===== config.mk =====
export PLATFORM = sky130hd
export DESIGN_NAME = fb_scanout_engine
export DESIGN_NICKNAME = d
export VERILOG_FILES = /design/src/rtl/scanout_pkg.sv /design/src/rtl/vga_timing_gen.sv /design/src/rtl/fb_scanout_engine.sv
export SDC_FILE = /design/constraint.sdc
export NUM_CORES = 1
export LEC_CHECK = 0
export BUFFER_PORTS_ARGS = -buffer_cell sky130_fd_sc_hd__buf_4
export CAP_MARGIN = 20
export CORE_MARGIN = 8
export CORE_UTILIZATION = 49
export DETAILED_ROUTE_END_ITERATION = 10
export PLACE_DENSITY = 0.79
export SETUP_SLACK_MARGIN = 0.5
export SYNTH_ARGS = -nofsm -noshare
export SYNTH_HDL_FRONTEND = slang
export SYNTH_SLANG_ARGS = --single-unit

===== constraint.sdc =====
create_clock -name vga_clk -period 1.73 [get_ports vga_clk]
set_clock_uncertainty 0.05 [all_clocks]
set_input_delay 0.173 -clock vga_clk [delete_from_list [all_inputs] [get_ports vga_clk]]
set_output_delay 0.173 -clock vga_clk [all_outputs]
set_load 0.02 [all_outputs]

===== src/rtl/scanout_pkg.sv =====
// Shared timing constants and the per-pixel sync/window bundle
// carried down the fb_scanout_engine delay pipe.
package scanout_pkg;

   localparam int VGA_H_ACTIVE = 640;
   localparam int VGA_H_FP     = 16;
   localparam int VGA_H_SYNC   = 96;
   localparam int VGA_H_BP     = 48;
   localparam int VGA_V_ACTIVE = 480;
   localparam int VGA_V_FP     = 10;
   localparam int VGA_V_SYNC   = 2;
   localparam int VGA_V_BP     = 33;

   function automatic int h_total(input int act, input int fp,
                                  input int sy, input int bp);
      return act + fp + sy + bp;
   endfunction

   function automatic int v_total(input int act, input int fp,
                                  input int sy, input int bp);
      return act + fp + sy + bp;
   endfunction

   typedef struct packed {
      logic hs;
      logic vs;
      logic de;
      logic in_win;
   } sync_t;

endpackage


===== src/rtl/vga_timing_gen.sv =====
// Horizontal/vertical counters plus stage-0 sync, active and
// framebuffer-window flags; frame_start marks counter position (0,0).
module vga_timing_gen
   import scanout_pkg::*;
#(
   parameter int H_ACTIVE = VGA_H_ACTIVE,
   parameter int H_FP     = VGA_H_FP,
   parameter int H_SYNC   = VGA_H_SYNC,
   parameter int H_BP     = VGA_H_BP,
   parameter int V_ACTIVE = VGA_V_ACTIVE,
   parameter int V_FP     = VGA_V_FP,
   parameter int V_SYNC   = VGA_V_SYNC,
   parameter int V_BP     = VGA_V_BP,
   parameter int FB_W     = 256,
   parameter int FB_H     = 256,
   parameter int X_OFF    = 192,
   parameter int Y_OFF    = 112
) (
   input  logic  vga_clk,
   input  logic  reset,
   input  logic  enable,
   output sync_t sync,
   output logic  last,
   output logic  frame_start
);

   localparam int HT = h_total(H_ACTIVE, H_FP, H_SYNC, H_BP);
   localparam int VT = v_total(V_ACTIVE, V_FP, V_SYNC, V_BP);
   localparam int HW = $clog2(HT);
   localparam int VW = $clog2(VT);

   localparam logic [HW-1:0] H_LAST = HW'(HT - 1);
   localparam logic [HW-1:0] H_ACT  = HW'(H_ACTIVE);
   localparam logic [HW-1:0] HS_B   = HW'(H_ACTIVE + H_FP);
   localparam logic [HW-1:0] HS_E   = HW'(H_ACTIVE + H_FP + H_SYNC);
   localparam logic [HW-1:0] WX_B   = HW'(X_OFF);
   localparam logic [HW-1:0] WX_E   = HW'(X_OFF + FB_W);
   localparam logic [VW-1:0] V_LAST = VW'(VT - 1);
   localparam logic [VW-1:0] V_ACT  = VW'(V_ACTIVE);
   localparam logic [VW-1:0] VS_B   = VW'(V_ACTIVE + V_FP);
   localparam logic [VW-1:0] VS_E   = VW'(V_ACTIVE + V_FP + V_SYNC);
   localparam logic [VW-1:0] WY_B   = VW'(Y_OFF);
   localparam logic [VW-1:0] WY_E   = VW'(Y_OFF + FB_H);

   logic [HW-1:0] h_cnt;
   logic [VW-1:0] v_cnt;
   logic          fs_q;
   logic          h_end;
   logic          v_end;
   logic          hs;
   logic          vs;
   logic          act;
   logic          win;

   assign h_end = (h_cnt == H_LAST);
   assign v_end = (v_cnt == V_LAST);

   always_ff @(posedge vga_clk) begin
      if (reset) begin
         h_cnt <= '0;
         v_cnt <= '0;
         fs_q  <= 1'b0;
      end else if (enable) begin
         fs_q <= h_end & v_end;
         if (h_end) begin
            h_cnt <= '0;
            v_cnt <= v_end ? '0 : v_cnt + VW'(1);
         end else begin
            h_cnt <= h_cnt + HW'(1);
         end
      end
   end

   assign hs  = (h_cnt >= HS_B) && (h_cnt < HS_E);
   assign vs  = (v_cnt >= VS_B) && (v_cnt < VS_E);
   assign act = (h_cnt < H_ACT) && (v_cnt < V_ACT);
   assign win = (h_cnt >= WX_B) && (h_cnt < WX_E) &&
                (v_cnt >= WY_B) && (v_cnt < WY_E);

   assign sync        = {hs, vs, act, win};
   assign last        = h_end & v_end;
   // registered at the wrap so a reset-forced (0,0) never pulses
   assign frame_start = fs_q & enable;

endmodule


===== src/rtl/fb_scanout_engine.sv =====
// VGA scan-out: timing, framebuffer addressing, RAM-latency realignment.
// Define SCANOUT_DBUF_EN for double-buffered frames (swap_req/buf_sel/swap_ack).
module fb_scanout_engine
   import scanout_pkg::*;
#(
   parameter int H_ACTIVE = VGA_H_ACTIVE,
   parameter int H_FP     = VGA_H_FP,
   parameter int H_SYNC   = VGA_H_SYNC,
   parameter int H_BP     = VGA_H_BP,
   parameter int V_ACTIVE = VGA_V_ACTIVE,
   parameter int V_FP     = VGA_V_FP,
   parameter int V_SYNC   = VGA_V_SYNC,
   parameter int V_BP     = VGA_V_BP,
   parameter int FB_W     = 256,
   parameter int FB_H     = 256,
   parameter int X_OFF    = 192,
   parameter int Y_OFF    = 112,
   parameter int ADDR_W   = 16,
   parameter int PIX_W    = 32,
   parameter int RD_LAT   = 1,
   parameter bit SYNC_POL = 1'b0,
   parameter logic [PIX_W-1:0] BORDER_COLOR = '0
) (
   input  logic              vga_clk,
   input  logic              reset,
   input  logic              enable,
   output logic [ADDR_W-1:0] rd_addr,
   output logic              rd_en,
   input  logic [PIX_W-1:0]  rd_data,
   output logic [PIX_W-1:0]  pixel,
   output logic              hsync,
   output logic              vsync,
   output logic              de,
   output logic              frame_start
`ifdef SCANOUT_DBUF_EN
   ,
   input  logic              swap_req,
   output logic              buf_sel,
   output logic              swap_ack
`endif
);

   localparam int FB_SZ = FB_W * FB_H;
   localparam int DL    = RD_LAT + 1;

   if (X_OFF + FB_W > H_ACTIVE) begin : g_bad_x
      $error("framebuffer window exceeds H_ACTIVE");
   end
   if (Y_OFF + FB_H > V_ACTIVE) begin : g_bad_y
      $error("framebuffer window exceeds V_ACTIVE");
   end
   if (FB_SZ > (1 << ADDR_W)) begin : g_bad_sz
      $error("framebuffer does not fit ADDR_W");
   end
   if (RD_LAT < 1 || RD_LAT > 4) begin : g_bad_lat
      $error("RD_LAT must be 1..4");
   end

   sync_t             s0;
   logic              last;
   logic [ADDR_W-1:0] addr_cnt;
   logic [ADDR_W-1:0] base_next;
   sync_t             pipe [1:DL];

   vga_timing_gen #(
      .H_ACTIVE (H_ACTIVE), .H_FP (H_FP), .H_SYNC (H_SYNC), .H_BP (H_BP),
      .V_ACTIVE (V_ACTIVE), .V_FP (V_FP), .V_SYNC (V_SYNC), .V_BP (V_BP),
      .FB_W (FB_W), .FB_H (FB_H), .X_OFF (X_OFF), .Y_OFF (Y_OFF)
   ) u_timing (
      .vga_clk     (vga_clk),
      .reset       (reset),
      .enable      (enable),
      .sync        (s0),
      .last        (last),
      .frame_start (frame_start)
   );

`ifdef SCANOUT_DBUF_EN
   logic pending;
   logic swap_now;

   if (2 * FB_SZ > (1 << ADDR_W)) begin : g_bad_dbuf
      $error("two framebuffers do not fit ADDR_W");
   end

   assign swap_now = last & (pending | swap_req);
   assign swap_ack = enable & ~reset & swap_now;

   always_ff @(posedge vga_clk) begin
      if (reset) begin
         buf_sel <= 1'b0;
         pending <= 1'b0;
      end else if (enable) begin
         if (swap_now) begin
            buf_sel <= ~buf_sel;
            pending <= 1'b0;
         end else if (swap_req) begin
            pending <= 1'b1;
         end
      end
   end

   // base of the frame about to start, so the swap lands on its first pixel
   assign base_next = (buf_sel ^ swap_now) ? ADDR_W'(FB_SZ) : '0;
`else
   assign base_next = '0;
`endif

   assign rd_en = enable;

   always_ff @(posedge vga_clk) begin
      if (reset) begin
         addr_cnt <= '0;
         rd_addr  <= '0;
      end else if (enable) begin
         rd_addr <= addr_cnt;
         if (last) begin
            addr_cnt <= base_next;
         end else if (s0.in_win) begin
            addr_cnt <= addr_cnt + ADDR_W'(1);
         end
      end
   end

   always_ff @(posedge vga_clk) begin
      if (reset) begin
         for (int i = 1; i <= DL; i++) begin
            pipe[i] <= '0;
         end
      end else if (enable) begin
         pipe[1] <= s0;
         for (int i = 2; i <= DL; i++) begin
            pipe[i] <= pipe[i-1];
         end
      end
   end

   always_ff @(posedge vga_clk) begin
      if (reset) begin
         pixel <= '0;
         de    <= 1'b0;
         hsync <= ~SYNC_POL;
         vsync <= ~SYNC_POL;
      end else if (enable) begin
         if (pipe[DL].in_win) begin
            pixel <= rd_data;
         end else begin
            pixel <= pipe[DL].de ? BORDER_COLOR : '0;
         end
         de    <= pipe[DL].de;
         hsync <= pipe[DL].hs ~^ SYNC_POL;
         vsync <= pipe[DL].vs ~^ SYNC_POL;
      end
   end

endmodule


==> impl_metrics.xml <==
<?xml version="1.0" encoding="UTF-8"?>
<metrics>
  <group name="worst_setup_path">
    <metric name="timing.critical_path.fanout_max" unit="">7</metric>
    <metric name="worst_ep_arrival_time" unit="ps">2020</metric>
    <metric name="launching_instance_or_port_of_the_critical_path" unit="">u_timing.h_cnt[1]</metric>
    <metric name="worstSetupPathType" unit="">flop to flop</metric>
    <metric name="timing.critical_path.cells" unit="">ha_4, nand4b_1, or3_4, buf_6, o31ai_1, a21oi_2</metric>
    <metric name="timing.critical_path.slowest_stage_cell" unit="">or3_4</metric>
    <metric name="timing.critical_path.buf_inv" unit="">1</metric>
    <metric name="cpLargestDelayFamily" unit="">simple AND/OR/NAND/NOR gates</metric>
    <metric name="worst_r2r_startpoint" unit="">u_timing.h_cnt[1]</metric>
    <metric name="regToRegEndpoint" unit="">u_timing.v_cnt[7]</metric>
    <metric name="timing.critical_path.to_type" unit="">flop</metric>
    <metric name="cp_data_required_time" unit="ps">1940</metric>
    <metric name="worst-r2r-cell-count" unit="">6</metric>
    <metric name="timing.critical_path.to" unit="">u_timing.v_cnt[7]</metric>
    <metric name="crit_cells" unit="">6</metric>
    <metric name="worst-r2r-setup-slack" unit="ps">-80</metric>
    <metric name="max_stage_delay" unit="ps">440</metric>
    <metric name="startpoint_type" unit="">flop</metric>
  </group>
  <group name="global_routing">
    <metric name="number_of_global_route_vias_before_repair" unit="">3718</metric>
    <metric name="first_pass_grt_wire_length" unit="mm">19.0</metric>
    <metric name="antenna_found_initial" unit="">0</metric>
    <metric name="grt_start_max_net_pins" unit="">33</metric>
    <metric name="grt_remaining_overflow" unit="">0</metric>
    <metric name="gr-usage-all-layers" unit="%">20.6</metric>
  </group>
  <group name="yosys">
    <metric name="share_of_the_yosys_chip_area_belonging_to_registers" unit="%">49.4</metric>
    <metric name="flip_flop_cell_with_the_highest_count_after_synthesis" unit="">dfxtp_1</metric>
    <metric name="synthDistinctLibCells" unit="">44</metric>
    <metric name="mappedNetlistNets" unit="">466</metric>
    <metric name="synth.yosys.warnings" unit="">0</metric>
    <metric name="netlist_area" unit="µm²">4050</metric>
    <metric name="synth_enable_flop_cells" unit="">8</metric>
    <metric name="ys_ff_latch" unit="">96</metric>
    <metric name="synth-async-reset-ratio" unit="%">0</metric>
    <metric name="mean_syn_cell_area" unit="µm²">9.52</metric>
    <metric name="synthCells" unit="">426</metric>
  </group>
  <group name="die">
    <metric name="floorplan.die_area" unit="µm²">11400</metric>
    <metric name="floorplan.core_area" unit="µm²">8130</metric>
    <metric name="rows" unit="">33</metric>
    <metric name="chipHeight" unit="µm">107</metric>
    <metric name="start_util" unit="%">49.8</metric>
    <metric name="die_w" unit="µm">107</metric>
    <metric name="total_i_o_pin_count" unit="">88</metric>
  </group>
  <group name="clock_network">
    <metric name="inserted_clock_buffers" unit="">9</metric>
    <metric name="max_clock_buf_depth" unit="">2</metric>
    <metric name="cts_htree_levels" unit="">3</metric>
    <metric name="clk_pin_slew_worst_paths" unit="ps">100</metric>
    <metric name="tritoncts" unit="">built</metric>
    <metric name="tritoncts_num_sinks" unit="">96</metric>
    <metric name="ctsRootBufferMaster" unit="">clkbuf_8</metric>
    <metric name="clock_latency" unit="ps">370</metric>
  </group>
  <group name="route">
    <metric name="firstDrtPassIters" unit="">4</metric>
    <metric name="route.final.wire_length" unit="mm">12.2</metric>
    <metric name="detail_route.vias_per_cell" unit="">5.66</metric>
    <metric name="wirelength_per_cell" unit="µm">17.9</metric>
    <metric name="remaining_drc_errors" unit="">0</metric>
    <metric name="detail-route-antenna-nets" unit="">0</metric>
    <metric name="vias" unit="">3840</metric>
    <metric name="drtIter0Drc" unit="">192</metric>
  </group>
  <group name="placed_design">
    <metric name="hpwlAfterDp" unit="mm">6.91</metric>
    <metric name="place.port_buffers" unit="">87</metric>
    <metric name="numPlacedInstances" unit="">614</metric>
    <metric name="dp_slack" unit="ps">-82.8</metric>
    <metric name="global_placement_routability_congestion" unit="">0.821</metric>
  </group>
  <group name="timing">
    <metric name="worst_slew_pin_slew" unit="ps">450</metric>
    <metric name="period_needed" unit="ps">1810</metric>
    <metric name="rsz0062_at_grt" unit="">yes</metric>
    <metric name="clock.fmax" unit="MHz">553</metric>
    <metric name="slew_headroom" unit="%">69.9</metric>
    <metric name="hold_violations" unit="">0</metric>
    <metric name="setup_viol" unit="">19</metric>
    <metric name="post-route-period-util" unit="%">105</metric>
    <metric name="layout_setup_ws" unit="ps">-79.5</metric>
    <metric name="drv_slew" unit="">0</metric>
  </group>
  <group name="layout">
    <metric name="post_layout_nets" unit="">608</metric>
    <metric name="utilization" unit="%">74.1</metric>
    <metric name="n_fill_cell" unit="">508</metric>
    <metric name="final_common_cell" unit="">buf_4</metric>
    <metric name="area_delta_synth_final" unit="%">48.7</metric>
    <metric name="layoutNonFillerInstCount" unit="">679</metric>
    <metric name="mostFrequentLayoutCells" unit="">115 x buf_4, 76 x dfxtp_1, 42 x nor2_1, 32 x a22o_1, 32 x dlygate4sd3_1</metric>
    <metric name="drive_above_1_share" unit="%">38.6</metric>
  </group>
  <group name="outcome">
    <metric name="outcome" unit="">complete, but fails checks</metric>
    <metric name="violations" unit="">negative setup slack</metric>
  </group>
  <group name="flow_run">
    <metric name="timing.max_cap.violations" unit="">0</metric>
  </group>
  <group name="power">
    <metric name="static-leakage-power" unit="nW">2.47</metric>
    <metric name="ir_worst_vdd" unit="µV">409</metric>
    <metric name="final_total_pwr" unit="mW">4.07</metric>
    <metric name="power_density" unit="nW/µm²">674</metric>
  </group>
  <group name="hold_path">
    <metric name="holdCritPathClass" unit="">primary input to flop</metric>
    <metric name="holdCritStartpoint" unit="">enable</metric>
  </group>
</metrics>
-- metrics by stage --
step / instance area [µm²] / setup TNS [ps] / hold slack [ps]
2_1_floorplan: 4130 / -931 / 249
3_3_place_gp: 4990 / -39.4 / 334
3_5_place_dp: 4990 / -330 / 339
4_1_cts: 5860 / -27.7 / 145
5_1_grt: 6030 / -2900 / 178
6_report: 6030 / -746 / 172
-- flip-flops by register name (all words and copies together) (netlist names) --
| name | cells |
|---|---|
| addr_cnt | 16 |
| u_timing.h_cnt | 10 |
| pipe | 8 |
| vsync | 1 |
| de | 1 |
| hsync | 1 |
| rd_addr | 16 |
| pixel | 32 |
| u_timing.fs_q | 1 |
| u_timing.v_cnt | 10 |
-- worst register-to-register path: cells and delay by family (launching register included) --
| family | cells | cell delay (ps) |
|---|---|---|
| flops | 1 | 370 |
| simple gates | 2 | 560 |
| fa+ha+maj | 1 | 140 |
| compound gates | 2 | 430 |
| buf+inv | 1 | 160 |
-- cells by family after synthesis --
kind of cell,after synthesis,synth area share (%)
AOI/OAI and AO/OA,84,14.0
xor gates and xnor gates,12,2.59
adders and majority gates,5,1.54
buffers and inverters,44,4.41
DFF,96,49.4
muxes,31,7.69
and+or+nand+nor,154,20.3
-- metal layers --
metal  wire (µm)  vias to the layer above  part of all wire [%]  GRT usage (%)
li1            -                     1814                     -              -
met1        5150                     1856                    42           25.1
met2        6050                      142                    50           34.3
met3         697                       28                   5.7           5.22
met4         284                        0                   2.3           7.34
met5           0                        -                     0              0
-- how the worst min path moves through the flow --
stage	end	slack [ps]	cells past startpoint
2_1_floorplan	pixel[22]	250	1
3_3_place_gp	pixel[30]	330	2
4_1_cts	u_timing.h_cnt[0]	140	4
3_5_place_dp	pixel[26]	340	2
6_report	u_timing.h_cnt[0]	170	4
5_1_grt	u_timing.h_cnt[0]	180	4
-- repair_timing --
action                     in CTS  in global routing
pin swaps                       9                  6
gates cloned                    2                  1
setup endpoints to repair      40                 42
resized for setup              73                 36
hold buffers                   32                  0
hold endpoints to repair       32                  0
setup buffers                   7                  6
-- Yosys cell counts (2+ instances only) --
library cell  number  area share (%)
dfxtp_1           88              43
o31ai_1            4            0.74
a21oi_1            9             1.1
and2_1             6            0.93
nand3_1           15             1.9
and4b_1            2            0.49
buf_2              2            0.25
clkbuf_1          25             2.3
buf_1              3            0.28
or3_1              6            0.93
or4_1              5            0.93
xor2_1             4            0.86
and4_1             2            0.43
nand2_1           14             1.3
nor2b_1           13             2.0
inv_1             12             1.1
xnor2_1            8             1.7
ha_1               5             1.5
and3_1             5            0.77
o21ai_0           32             4.0
nor2_1            51             4.7
a22o_1            32             6.9
edfxtp_1           8             5.9
nor4_1            12             1.9
nand2b_1           3            0.46
nor3_1             7            0.86
mux2i_1           30             7.4
nand4_1            7             1.1
-- report_power, final --
| group | internal [mW] | switching, mW |
|---|---|---|
| Clock | 0.549 | 0.869 |
| Sequential | 2.27 | 0.0180 |
| Combinational | 0.187 | 0.172 |
-- area by class of cell --
cell class | instances | area [µm²] | share of cell area, %
multi-input cells | 287 | 2230 | 37.0
flip-flops and latches | 96 | 2020 | 33.5
repair buffers | 162 | 1420 | 23.5
well taps | 105 | 131 | 2.18
clock buffers | 9 | 124 | 2.05
clock inverters | 7 | 60.1 | 0.996
inverters | 12 | 45.0 | 0.747
diodes | 1 | 2.50 | 0.0415
(Power assumes the default switching activity.)
